File: src/rtl/updown_mod_counter.sv
// Up/down modulo counter with load, wrap/saturate boundary mode, tc pulse and sticky overflow.
// Optional prescaler compiled in with `define UPDOWN_MOD_COUNTER_PRESCALE_EN.
module updown_mod_counter #(
    parameter int N        = 4,
    parameter int MODULO   = 10,
    parameter int PRESCALE = 4
) (
    input  logic         clk,
    input  logic         reset,
    input  logic         enable,
    input  logic         up_dn,
    input  logic         sat_mode,
    input  logic         Load,
    input  logic [N-1:0] din,
    input  logic         ovf_clr,
    output logic [N-1:0] count,
    output logic         tc,
    output logic         ovf
);

    localparam int           MAX_I = MODULO - 1;
    localparam logic [N-1:0] MAX   = MAX_I[N-1:0];

    if (MODULO < 2 || MODULO > (1 << N)) begin : g_bad_modulo
        $error("updown_mod_counter: MODULO must be in 2..2^N");
    end
    if (PRESCALE < 1) begin : g_bad_prescale
        $error("updown_mod_counter: PRESCALE must be >= 1");
    end

    logic [N-1:0] r_count;
    logic         r_tc;
    logic         r_ovf;

    logic         w_step;
    logic         w_at_max;
    logic         w_at_zero;
    logic         w_boundary;
    logic [N-1:0] w_next_count;
    logic [N-1:0] w_load_val;

`ifdef UPDOWN_MOD_COUNTER_PRESCALE_EN
    localparam int            PW       = (PRESCALE > 1) ? $clog2(PRESCALE) : 1;
    localparam logic [PW-1:0] PRE_LAST = PW'(PRESCALE - 1);

    logic [PW-1:0] r_pre;

    assign w_step = enable && (r_pre == PRE_LAST);

    // Prescaler only advances on enabled cycles; load restarts the phase.
    always_ff @(posedge clk) begin
        if (reset || Load) begin
            r_pre <= '0;
        end else if (enable) begin
            r_pre <= w_step ? '0 : r_pre + PW'(1);
        end
    end
`else
    assign w_step = enable;
`endif

    always_comb begin
        w_at_max     = (r_count == MAX);
        w_at_zero    = (r_count == '0);
        w_load_val   = (din > MAX) ? MAX : din;
        w_boundary   = 1'b0;
        w_next_count = r_count;
        if (w_step && !Load) begin
            if (up_dn) begin
                w_boundary   = w_at_max;
                w_next_count = w_at_max ? (sat_mode ? MAX : '0) : r_count + N'(1);
            end else begin
                w_boundary   = w_at_zero;
                w_next_count = w_at_zero ? (sat_mode ? '0 : MAX) : r_count - N'(1);
            end
        end
    end

    always_ff @(posedge clk) begin
        if (reset) begin
            r_count <= '0;
            r_tc    <= 1'b0;
            r_ovf   <= 1'b0;
        end else begin
            r_count <= Load ? w_load_val : w_next_count;
            r_tc    <= w_boundary;
            // A boundary event in the same cycle beats the clear.
            if (w_boundary) begin
                r_ovf <= 1'b1;
            end else if (ovf_clr) begin
                r_ovf <= 1'b0;
            end
        end
    end

    assign count = r_count;
    assign tc    = r_tc;
    assign ovf   = r_ovf;

endmodule

File: config.mk
export PLATFORM = sky130hd
export DESIGN_NAME = updown_mod_counter
export DESIGN_NICKNAME = d
export VERILOG_FILES = /design/src/rtl/updown_mod_counter.sv
export SDC_FILE = /design/constraint.sdc
export NUM_CORES = 1
export LEC_CHECK = 0
export CORE_AREA = 5 5 42 44
export CTS_CLUSTER_DIAMETER = 80
export DETAILED_ROUTE_END_ITERATION = 12
export DIE_AREA = 0 0 47 49
export HOLD_SLACK_MARGIN = 0.1
export PLACE_DENSITY = 0.73
export SLEW_MARGIN = 20
export SYNTH_ARGS = -nofsm -noshare
export SYNTH_HDL_FRONTEND = slang
export SYNTH_SLANG_ARGS = --single-unit
export TNS_END_PERCENT = 50
File: constraint.sdc
create_clock -name clk -period 1.3 [get_ports clk]
set_input_delay 0.13 -clock clk [delete_from_list [all_inputs] [get_ports clk]]
set_output_delay 0.13 -clock clk [all_outputs]
set_load 0.02 [all_outputs]
==> reports/metrics.yaml <==
timing:
  rsz0062_at_grt: "false"
  fin_crit_ps: 1260
  finalHoldViolations: 0
  fmax_ghz: 0.794
  setup_violations: 0
  finalMaxSlewViolations: 0
  worst_pin_slew_ps: 253
  fin_crit_sh_pct: 96.9
  skew_ps: 14.2
  max_slew_margin_pct: 83.0
  hold_ws_ps: 470
power:
  switching_share_pct: 29.9
  p_int_mw: 0.407
  cellLeakagePower_nw: 0.311
  peakVddDrop_uv: 451
  powerDensity_nw_per_um2: 807
  p_sw_mw: 0.174
  power_mw: 0.580
  combPwrFrac_pct: 33.6
  clock_power_share_pct: 29.8
  p_seq_share_pct: 36.6
run_status:
  status: "completed"
floorplan:
  initial_core_util_pct: 34.4
  rows: 14
  ios: 17
  die_area_um2: 2300
  die_w_um: 47
  core-area_um2: 1400
  die-height_um: 49
cells_and_area:
  area_growth_pct: 49.4
  antennaDiodeCount: 0
  finalNetCount: 92
  layout_common_cells: "clkdlybuf4s50_1 (11), buf_4 (11), nor3_1 (5), dfxtp_1 (5)"
  final_cells: 95
  postLayoutCellArea_um2: 719
  drive_above_1_share_pct: 26.6
yosys:
  syn_nets: 66
  syn_area_um2: 482
  synth_cell_types: 32
  ys_warn_count: 0
  synth_seq_area_share_pct: 24.9
  syn_area_per_cell_um2: 8.76
  synth_cells: 55
  synth-seq-cells: 6
grt:
  grt_pass1_wl_um: 1930
  gr-total-overflow: 0
  grt_usage_pct: 11.0
  grt_pass1_vias: 472
  antenna_found_initial: 0
  grt_max_degree: 10
route:
  routedWlPerCell_um: 13.1
  finalWirelength_um: 1250
  drt_pre_antenna_iters: 6
  drc: 0
  vias: 508
  viasPerCell: 5.35
  antenna_left: 0
  drt_iter0_drc: 10
worst_hold_path:
  hold_class: "flop to flop"
  holdPathEnd: "ovf"
  hold_depth: 2
  holdCritStartpoint: "ovf"
clocking:
  clockBufferDepth: 2
  ctsHoldBuffers: 0
  cts_sinks: 6
  cts_resized: 4
  clockRootBuffer: "clkbuf_4"
  clk_latency_ps: 240
  cts.htree.levels: 1
  clk_pin_slew_worst_paths_ps: 40
  postCtsSetupBuffers: 0
  cts_tree: "yes"
  cts_made_buffers: 3
critical_path:
  r2r_cells: 4
  crit_family: "buffers and inverters"
  cp_slowest_cell: "clkdlybuf4s50_1"
  critPathArrivalTime_ps: 1130
  r2r_slack_ps: 70
  path_max_fanout: 1
  start_kind: "flop"
  r2r_start: "count[0]"
  r2r_end: "count[3]"
  slowest_delay_ps: 590
  cp-end-kind: "output pin"
  critical_path_buf_inv_count: 1
  crit_path_cell_trace: "clkdlybuf4s50_1"
  crit_type: "flop to output pin"
  crit_start: "tc"
  crit_required_ps: 1170
placed_design:
  place_inst: 92
  gp_congestion: 0.809
  dp_hpwl_um: 970
  numPortBuffers: 16
  place_area_um2: 691
flow_run:
  drv_cap: 0
-- cell type report --
| class | instances | area [um^2] |
|---|---|---|
| flip-flops and latches | 6 | 121 |
| clock buffers | 3 | 22.5 |
| inverters | 2 | 7.51 |
| well taps | 16 | 20.0 |
| multi-input cells | 41 | 308 |
| fillers | 141 | 682 |
| repair buffers | 27 | 240 |
-- registers in the layout (all words and copies together), names as in the netlist --
| signal | flops |
|---|---|
| tc | 1 |
| count | 4 |
| ovf | 1 |
-- routing by layer --
metal	routed length [um]	global-route usage, %
met5	0	0
met4	13	3.23
met3	123	3.32
met2	588	17.0
met1	525	14.5
-- metrics by stage --
stage          util (%)  TNS [ps]  worst slack (ps)
6_report           51.3         0              40.4
3_5_place_dp       49.3      -667              -189
5_1_grt            51.3         0              2.07
4_1_cts            50.5         0              7.80
3_3_place_gp       49.3      -436              -113
2_1_floorplan         -         0              12.0
-- cell families (layout without fill, tap and decap cells) --
| group | after synthesis | in the layout | share of synthesized area (%) |
|---|---|---|---|
| buffers and inverters | 8 | 32 | 12.7 |
| AO/OA/AOI/OAI | 15 | 15 | 22.6 |
| AND/OR/NAND/NOR | 24 | 24 | 36.1 |
| flip-flops | 6 | 6 | 24.9 |
| XOR/XNOR | 2 | 2 | 3.64 |
-- worst max-delay path by stage --
stage / slack [ps] / end / depth (start not counted)
4_1_cts: 8 / ovf / 1
3_5_place_dp: -190 / count[3] / 5
2_1_floorplan: 10 / count[3] / 4
5_1_grt: 2 / tc / 1
3_3_place_gp: -110 / count[3] / 5
6_report: 40 / tc / 1
-- synthesized netlist by cell type --
master / n / area [um^2]
nor4b_4: 1 / 23.8
inv_1: 2 / 7.51
and3_2: 2 / 15.0
a311oi_1: 1 / 8.76
nor4bb_1: 1 / 10.0
a31oi_1: 1 / 6.26
o211ai_1: 2 / 15.0
a221o_1: 1 / 10.0
nand2_1: 1 / 3.75
xor2_1: 1 / 8.76
and3_4: 1 / 11.3
nor2b_2: 1 / 8.76
nand3b_1: 2 / 15.0
clkbuf_2: 1 / 5.00
clkbuf_4: 1 / 7.51
dfxtp_1: 6 / 120
o21ai_0: 2 / 10.0
buf_6: 3 / 33.8
a211o_1: 1 / 8.76
nand4bb_1: 1 / 11.3
o311a_1: 1 / 10.0
nor2_1: 4 / 15.0
buf_4: 1 / 7.51
a211oi_1: 1 / 7.51
nand2b_1: 2 / 12.5
nor3_1: 5 / 25.0
and4b_1: 1 / 10.0
a21oi_1: 3 / 15.0
o2111ai_1: 2 / 17.5
nor4_1: 1 / 6.26
xnor2_1: 1 / 8.76
or2_1: 1 / 6.26
-- power groups by stage --
stage | registers (mW) | clock network, mW | logic, mW
floorplan | 0.221 | 0 | 0.105
global placement | 0.216 | 0 | 0.192
detailed placement | 0.216 | 0 | 0.195
CTS | 0.212 | 0.178 | 0.189
global route | 0.214 | 0.189 | 0.208
finish | 0.212 | 0.173 | 0.195
(Power assumes the default switching activity.)
